<file path="config.mk">
export PLATFORM = sky130hd
export DESIGN_NAME = netdma_irq_moderator
export DESIGN_NICKNAME = d
export VERILOG_FILES = /design/src/rtl/netdma_irq_moderator.sv
export SDC_FILE = /design/constraint.sdc
export NUM_CORES = 1
export LEC_CHECK = 0
export CORE_ASPECT_RATIO = 2
export CORE_UTILIZATION = 52
export CTS_CLUSTER_SIZE = 12
export DETAILED_ROUTE_END_ITERATION = 12
export DONT_BUFFER_PORTS = 1
export GPL_TIMING_DRIVEN = 0
export PLACE_DENSITY = 0.67
export SKIP_CTS_REPAIR_TIMING = 1
export SLEW_MARGIN = 25
export SYNTH_ARGS = -nofsm -noshare
export SYNTH_HDL_FRONTEND = slang
export SYNTH_SLANG_ARGS = --single-unit
</file>
<file path="constraint.sdc">
create_clock -name clk_i -period 5.92 [get_ports clk_i]
set_input_delay 0.592 -clock clk_i [delete_from_list [all_inputs] [get_ports clk_i]]
set_output_delay 0.592 -clock clk_i [all_outputs]
set_load 0.005 [all_outputs]
</file>
<file path="src/rtl/netdma_irq_moderator.sv">
// netdma interrupt coalescing: per-channel event batching with a count
// threshold and a holdoff timeout, one level irq per batch, held until ack.

module netdma_irq_chan #(
    parameter int CNT_WIDTH   = 8,
    parameter int TIMER_WIDTH = 16,
    parameter int PRESCALER   = 125
) (
    input  logic                   clk_i,
    input  logic                   rst_i,
    input  logic                   enable_i,
    input  logic                   event_i,
    input  logic                   ack_i,
    input  logic [CNT_WIDTH-1:0]   cnt_thresh_i,
    input  logic [TIMER_WIDTH-1:0] timeout_i,
    output logic                   irq_o,
    output logic [CNT_WIDTH-1:0]   batch_cnt_o
);

    localparam int PS_W = (PRESCALER > 1) ? $clog2(PRESCALER) : 1;
    localparam logic [PS_W-1:0] PS_LAST = PS_W'(PRESCALER - 1);

    typedef enum logic [1:0] {
        S_IDLE,
        S_COLLECT,
        S_FIRE
    } state_e;

    state_e                 state_q, state_d;
    // cnt_q is the batch count in COLLECT and the carried-over count in FIRE.
    logic [CNT_WIDTH-1:0]   cnt_q, cnt_d;
    logic [CNT_WIDTH-1:0]   batch_q, batch_d;
    logic [TIMER_WIDTH-1:0] timer_q, timer_d;
    logic [PS_W-1:0]        prescale_q, prescale_d;
    logic                   irq_q, irq_d;

    logic [CNT_WIDTH-1:0]   thresh_eff;
    logic [CNT_WIDTH-1:0]   cnt_inc;
    logic [TIMER_WIDTH-1:0] timer_inc;
    logic                   ps_wrap;
    logic                   timeout_hit;

    // Shared datapath terms: effective threshold, saturating count, timer advance.
    always_comb begin
        thresh_eff  = (cnt_thresh_i == '0) ? CNT_WIDTH'(1) : cnt_thresh_i;
        cnt_inc     = (event_i && cnt_q != '1) ? cnt_q + CNT_WIDTH'(1) : cnt_q;
        ps_wrap     = (prescale_q == PS_LAST);
        timer_inc   = (ps_wrap && timer_q != '1) ? timer_q + TIMER_WIDTH'(1) : timer_q;
        // Compare against the post-tick value so the irq lands exactly
        // timeout*PRESCALER cycles after the first event, plus one.
        timeout_hit = (timeout_i != '0) && (timer_inc >= timeout_i);
    end

    // Next-state and datapath update for the IDLE/COLLECT/FIRE controller.
    always_comb begin
        // NOTE: every variable gets a default before the case so no path
        // leaves one unassigned, which would otherwise infer a latch.
        state_d    = state_q;
        cnt_d      = cnt_q;
        batch_d    = batch_q;
        timer_d    = timer_q;
        prescale_d = prescale_q;
        irq_d      = irq_q;

        if (!enable_i) begin
            state_d    = S_IDLE;
            cnt_d      = '0;
            timer_d    = '0;
            prescale_d = '0;
            irq_d      = 1'b0;
        end else begin
            case (state_q)
                S_IDLE: begin
                    if (event_i) begin
                        timer_d    = '0;
                        prescale_d = '0;
                        if (thresh_eff == CNT_WIDTH'(1)) begin
                            state_d = S_FIRE;
                            irq_d   = 1'b1;
                            batch_d = CNT_WIDTH'(1);
                            cnt_d   = '0;
                        end else begin
                            state_d = S_COLLECT;
                            cnt_d   = CNT_WIDTH'(1);
                        end
                    end
                end
                S_COLLECT: begin
                    if (cnt_inc >= thresh_eff || timeout_hit) begin
                        state_d    = S_FIRE;
                        irq_d      = 1'b1;
                        batch_d    = cnt_inc;
                        cnt_d      = '0;
                        timer_d    = '0;
                        prescale_d = '0;
                    end else begin
                        cnt_d      = cnt_inc;
                        timer_d    = timer_inc;
                        prescale_d = ps_wrap ? '0 : prescale_q + PS_W'(1);
                    end
                end
                S_FIRE: begin
                    cnt_d = cnt_inc;
                    if (ack_i) begin
                        irq_d      = 1'b0;
                        timer_d    = '0;
                        prescale_d = '0;
                        // A carried-over batch already at threshold fires
                        // again from COLLECT after its single low cycle.
                        state_d    = (cnt_inc == '0) ? S_IDLE : S_COLLECT;
                    end
                end
                default: begin
                    state_d = S_IDLE;
                    irq_d   = 1'b0;
                    cnt_d   = '0;
                end
            endcase
        end
    end

    // State registers with synchronous reset taking priority.
    always_ff @(posedge clk_i) begin
        // NOTE: sequential state uses non-blocking assignments so every
        // register samples the pre-edge values of its neighbours.
        if (rst_i) begin
            state_q    <= S_IDLE;
            cnt_q      <= '0;
            batch_q    <= '0;
            timer_q    <= '0;
            prescale_q <= '0;
            irq_q      <= 1'b0;
        end else begin
            state_q    <= state_d;
            cnt_q      <= cnt_d;
            batch_q    <= batch_d;
            timer_q    <= timer_d;
            prescale_q <= prescale_d;
            irq_q      <= irq_d;
        end
    end

    assign irq_o       = irq_q;
    assign batch_cnt_o = batch_q;

endmodule

module netdma_irq_moderator #(
    parameter int CNT_WIDTH   = 8,
    parameter int TIMER_WIDTH = 16,
    parameter int PRESCALER   = 125
) (
    input  logic                   clk_i,
    input  logic                   rst_i,
    input  logic                   tx_enable_i,
    input  logic                   rx_enable_i,
    input  logic                   tx_event_i,
    input  logic                   rx_event_i,
    input  logic                   tx_ack_i,
    input  logic                   rx_ack_i,
    input  logic [CNT_WIDTH-1:0]   tx_cnt_thresh_i,
    input  logic [CNT_WIDTH-1:0]   rx_cnt_thresh_i,
    input  logic [TIMER_WIDTH-1:0] tx_timeout_i,
    input  logic [TIMER_WIDTH-1:0] rx_timeout_i,
    output logic                   tx_irq_o,
    output logic                   rx_irq_o,
    output logic [CNT_WIDTH-1:0]   tx_batch_cnt_o,
    output logic [CNT_WIDTH-1:0]   rx_batch_cnt_o
);

    netdma_irq_chan #(
        .CNT_WIDTH  (CNT_WIDTH),
        .TIMER_WIDTH(TIMER_WIDTH),
        .PRESCALER  (PRESCALER)
    ) u_tx (
        .clk_i       (clk_i),
        .rst_i       (rst_i),
        .enable_i    (tx_enable_i),
        .event_i     (tx_event_i),
        .ack_i       (tx_ack_i),
        .cnt_thresh_i(tx_cnt_thresh_i),
        .timeout_i   (tx_timeout_i),
        .irq_o       (tx_irq_o),
        .batch_cnt_o (tx_batch_cnt_o)
    );

    netdma_irq_chan #(
        .CNT_WIDTH  (CNT_WIDTH),
        .TIMER_WIDTH(TIMER_WIDTH),
        .PRESCALER  (PRESCALER)
    ) u_rx (
        .clk_i       (clk_i),
        .rst_i       (rst_i),
        .enable_i    (rx_enable_i),
        .event_i     (rx_event_i),
        .ack_i       (rx_ack_i),
        .cnt_thresh_i(rx_cnt_thresh_i),
        .timeout_i   (rx_timeout_i),
        .irq_o       (rx_irq_o),
        .batch_cnt_o (rx_batch_cnt_o)
    );

endmodule

</file>
Word level (Yosys, flattened, before mapping)

Index checks and enable logic that the tools add are counted.

Input port bits: 56
Output and inout bits: 18
Register bits: 84

Reductions and logical operators: 30
Multiplexer cells: 62
Add/subtract/negate cells: 6
$lt $le $gt $ge: 4
Bitwise gates (word level): 2
Equal/unequal tests: 20

Operators with widths:

| cell                  | number |
|---|---|
| $mux 16               | 8 |
| $mux 8                | 14 |
| $pmux 16 s3           | 2 |
| $mux 7                | 8 |
| $pmux 8 s3            | 2 |
| $pmux 7 s3            | 2 |
| $add 16x1->16 const B | 2 |
| $ge 16x16->1          | 2 |
| $logic_not 8->1       | 4 |
| $ne 16x16->1 const B  | 2 |
| $pmux 8 s2            | 2 |
| $reduce_bool 16->1    | 2 |
| $add 8x1->8 const B   | 2 |
| $eq 8x1->1 const B    | 2 |
| $ge 8x8->1            | 2 |
| $mux 2                | 8 |
| $ne 8x8->1 const B    | 2 |
| $add 7x1->7 const B   | 2 |
| $eq 7x7->1 const B    | 2 |
| $mux 1                | 12 |
| $pmux 2 s3            | 2 |
| $reduce_and 3->1      | 4 |
| $reduce_and 5->1      | 2 |
| $ne 2x1->1 const B    | 4 |
| 12 further kinds      | 30 |

Logic depth before layout (Yosys ltp)

Depth after elaboration: 8
Gate-level depth with buffers: 15
Gate-level depth less buffers: 14

Cells and area by module

Synthesis repeated with hierarchy kept, for this count alone.

Cell total of the unflattened synthesis: 792
Area total of the unflattened synthesis: 6781.5 µm²

Modules (own cells, without submodules):

| module          | area each (µm²) | cells an instance | sequential area each (µm²) | instances |
|---|---|---|---|---|
| netdma_irq_chan | 3390.8          | 396               | 840.8                      | 2 |

Least setup slack after synthesis

No wires, ideal clock.

Kind: register to register
From: register u_rx.timer_q[0]
To: register u_rx.batch_q[0], in the netlist u_rx.batch_cnt_o[0]
Library setup time: 0.121 ns
Cell stages (with the launch flop): 14
Clock period less this slack: 3.564 ns
Path buffers: 0
Arrival time: 3.443 ns
Data required time: 5.799 ns
Slack: 2.356 ns
Cells stage by stage: dfxtp_1 ha_1 nand3_2 nor3_4 or3b_4 or2_4 xnor2_1 ha_1 and4_1 nand2_1 o311ai_1 o211ai_1 nand2_1 mux2_2

Word-level cells in the longest chain between the ends: 8

RTL lines:

| what                                                                  | line | source |
|---|---|---|
| start, declared                                                       | 33   | `logic [TIMER_WIDTH-1:0] timer_q, timer_d;` |
| start signal, assigned                                                | 137  | `timer_q <= timer_d;` |
| parallel branches: the longest is 2 deep, another holds $add 16x1->16 | -    |  |
| $mux 16 *                                                             | 48   | `timer_inc = (ps_wrap && timer_q != '1) ? timer_q + TIMER_WIDTH'(1) : timer_q;` |
| $ge 16x16->1 *                                                        | 51   | `timeout_hit = (timeout_i != '0) && (timer_inc >= timeout_i);` |
| $logic_and 1x1->1 *                                                   | 51   |  |
| $logic_or 1x1->1 *                                                    | 89   | `if (cnt_inc >= thresh_eff \|\| timeout_hit) begin` |
| $ne 2x1->1 (no source line) *                                         | -    |  |
| $reduce_and 5->1 (no source line) *                                   | -    |  |
| end signal, assigned                                                  | 136  | `batch_q <= batch_d;` |
| end, declared                                                         | 32   | `logic [CNT_WIDTH-1:0] batch_q, batch_d;` |

Mark *: on every way between the ends.
A chain may end at the register's enable or synchronous reset.

Worst setup path after layout

From: register u_tx.timer_q[1]
To: register u_tx.state_q[1]

Word-level cells in the longest chain between the ends: 8

RTL lines:

| what                                                                  | line | source |
|---|---|---|
| start, declared                                                       | 33   |  |
| start signal, assigned                                                | 137  |  |
| parallel branches: the longest is 2 deep, another holds $add 16x1->16 | -    |  |
| $mux 16 *                                                             | 48   |  |
| $ge 16x16->1 *                                                        | 51   |  |
| $logic_and 1x1->1 *                                                   | 51   |  |
| $logic_or 1x1->1 *                                                    | 89   |  |
| $ne 2x1->1 (no source line) *                                         | -    |  |
| $reduce_and 3->1 (no source line) *                                   | -    |  |
| end signal, assigned                                                  | 134  | `state_q <= state_d;` |
| end, declared                                                         | 29   | `state_e state_q, state_d;` |

Marked as above.

==> metrics.md <==
| Metric | Value |
|---|---|
| DP HPWL | `14100 um` |
| Slew HR | `0.442` |
| 1st-iter DRT viols | `between 200 and 300` |
| Worst Max-Slew Pin Slew | `slightly above 0.8 ns` |
| Post-Synthesis Cell Area | `between 6000 and 7000 um^2` |
| Syn_nets | `928` |
| Clk pwr share | `0.436` |
| Number of synthesized register bits | `84` |
| # IOs | `74` |
| DIE AREA | `around 13000 um^2` |
| Net Sw Frac | `0.269` |
| Clk_lat worst skew | `between 0.3 and 0.4 ns` |
| Synthesized instance count | `between 800 and 900` |
| Cts bufs inserted | `9` |
| Vias in the first global route | `between 6000 and 7000` |
| Power Internal | `about 900 uW` |
| Fmax | `215 MHz` |
| Share of layout cells above drive strength 1 | `0.0517` |
| Asr flop ratio synth | `0` |
| GP Congestion | `between 0.9 and 1` |
| Root Driver | `clkbuf_16` |
| Worst VDD drop | `0.198 mV` |
| Crit-path max FO | `10` |
| Site Rows | `56` |
| Vias per std cell | `6.36` |
| Tcrit/Tclk final | `0.784` |
| Total Wirelength | `~18000 um` |
| Total GRT Usage | `0.287` |
| Post-DRT Antenna Nets | `0` |
| Combinational Power Share | `0.098` |
| Yosys cell types | `64` |
| Synth warn | `0` |
| Sequential share of power | `0.466` |
| Drt wl/cell | `around 18 um` |
| Largest net degree at the start of global routing | `16` |
| Tmin final | `between 4 and 5 ns` |
| LEAKAGE | `approximately 0.0027 uW` |
| R2r setup slk | `1.28 ns` |
| Worst hold path class | `in2reg` |
| Startpoint class of the critical path | `flip-flop` |
| Starting Density | `0.538` |
| DP Area | `roughly 6500 um^2` |
| Initial antenna violation count | `0` |
| P_sw | `330 uW` |
| Antenna cells | `0` |
| Vias | `~6200` |
| Final setup TNS | `0 ns` |
| Pwr Total | `between 1000 and 1500 uW` |
| # setup viols final | `0` |
| Fin Clk Skew | `0.00836 ns` |
| Number of synthesized flops with an enable pin | `0` |
| Maxcap violations | `0` |
| Syn avg cell area | `a little under 8 um^2` |
| CTS Buffer Depth | `2` |
| Worst Path Required | `6.19 ns` |
| Sequential area share after synthesis | `0.264` |
| WP data arrival | `4.91 ns` |
| CP Capture Type | `flip-flop` |
| Final Hold Fails | `0` |
| CTS HTree Levels | `3` |
| PortBufs | `0` |
| DRC | `0` |
| Main synth FF type | `dfxtp_1` |
| Width of the die | `~80 um` |
| Core Footprint | `11800 um^2` |
| CTS tree | `yes` |
| Clk sinks | `between 80 and 90` |
| Worst hold slack | `about 0.47 ns` |
| RSZ-0062 raised after global routing | `false` |
| Overflow after GRT | `0` |
| Die H | `about 160 um` |
| PwrDens | `180 nW/um^2` |
| CP Class | `reg2reg` |
| Count of pins over their slew limit | `0` |
| Finished Cell Area | `about 6800 um^2` |
| Status | `completed` |
| Layout area overhead | `7.19%` |
| Final Util | `0.576` |
| First-pass GRT wire length | `between 20000 and 30000 um` |
| 1st-pass router iterations | `5` |
| Clk pin slew, worst setup/hold paths | `about 0.06 ns` |
| Nets | `around 940` |
final cells by class:
class                   instances  area (um^2)
plain buffers                  39          155
inverters                      75          282
well taps                     145          181
multi-input cells             618         4250
clock inverters                 6         47.5
flip-flops and latches         84         1680
fillers                      1127         5020
clock buffers                  10          229
power by group through the flow:
stage	Sequential [uW]	Combinational [uW]	Clock, uW
4_1_cts	573	120	545
3_5_place_dp	586	119	0
6_report	573	120	536
3_3_place_gp	586	114	0
5_1_grt	573	134	568
2_1_floorplan	585	88.1	0
Yosys cell counts, drive strengths merged, types with 23 or more instances:
master,count,share of area
nor2,31,0.018
nand4,24,0.026
dfxtp,84,0.26
o211ai,23,0.028
clkbuf,36,0.021
inv,75,0.044
a21oi,31,0.024
o21ai,34,0.027
a31oi,26,0.026
nand2b,23,0.023
ha,56,0.11
nand3,33,0.027
nand2,93,0.056
flip-flops by register name (all words and copies together) (netlist names):
register          count
u_rx.state_q          2
u_tx.cnt_q            8
u_tx.batch_cnt_o      8
u_rx.irq_o            1
u_rx.prescale_q       7
u_tx.prescale_q       7
u_rx.timer_q         16
u_tx.state_q          2
u_rx.batch_cnt_o      8
u_tx.irq_o            1
u_tx.timer_q         16
u_rx.cnt_q            8
worst paths after layout:
kind / start / end / cells after the start
setup / recovery: u_tx.timer_q[1] / u_tx.state_q[1] / 14
hold / removal: tx_ack_i / u_tx.state_q[0] / 2
setup reg to reg: u_tx.timer_q[1] / u_tx.state_q[1] / 14
hold reg to reg: u_rx.irq_o / u_rx.irq_o / 2
cell families after synthesis:
kind of cell | count (synthesis) | synth area share
muxes | 21 | 0.0342
adders and majority gates | 56 | 0.110
buffers and inverters | 114 | 0.0686
xor gates and xnor gates | 32 | 0.0440
and+or+nand+nor | 320 | 0.275
AOI/OAI and AO/OA | 189 | 0.204
DFF | 84 | 0.264
cell usage in the layout, fill, tap and decap left out, types with 10 or more instances in the layout:
cell type and instances:
nand2_1 91, dfxtp_1 84, inv_1 75, ha_1 56, clkbuf_1 37, nand3_1 32
o21ai_0 32, nor2_1 31, a21oi_1 31, a31oi_1 26, nand4_1 23, nand2b_1 23
o211ai_1 22, xnor2_1 21, nor4_1 19, nor3_1 17, mux2i_1 15, or3_1 13
o21a_1 12, or4_1 12, xor2_1 11, and4_1 11, a22o_1 10
per-layer routing:
layer	up-vias	global-route usage	routed length (um)
li1	3019	-	-
met1	2968	0.271	6430
met2	171	0.560	9910
met3	54	0.0372	492
met4	0	0.179	823
met5	-	0	0
critical path, cell delays in order (launching register included):
cell	delay, ns
dfxtp_1	0.39
ha_1	0.19
nand3_1	0.12
or3_1	0.39
o21ai_1	0.57
nor4_1	0.13
xor2_1	0.21
ha_1	0.32
and4_1	0.19
nand2_1	0.08
o41ai_1	0.74
o21a_1	0.37
clkbuf_1	0.43
o21ai_0	0.23
a21oi_1	0.20
stage by stage:
step / cells / setup WS [ns]
2_1_floorplan: 816 / 2.36
3_3_place_gp: 961 / 1.48
3_5_place_dp: 961 / 1.44
4_1_cts: 977 / 1.38
5_1_grt: 977 / 1.06
6_report: 977 / 1.28
(Power assumes the default switching activity.)
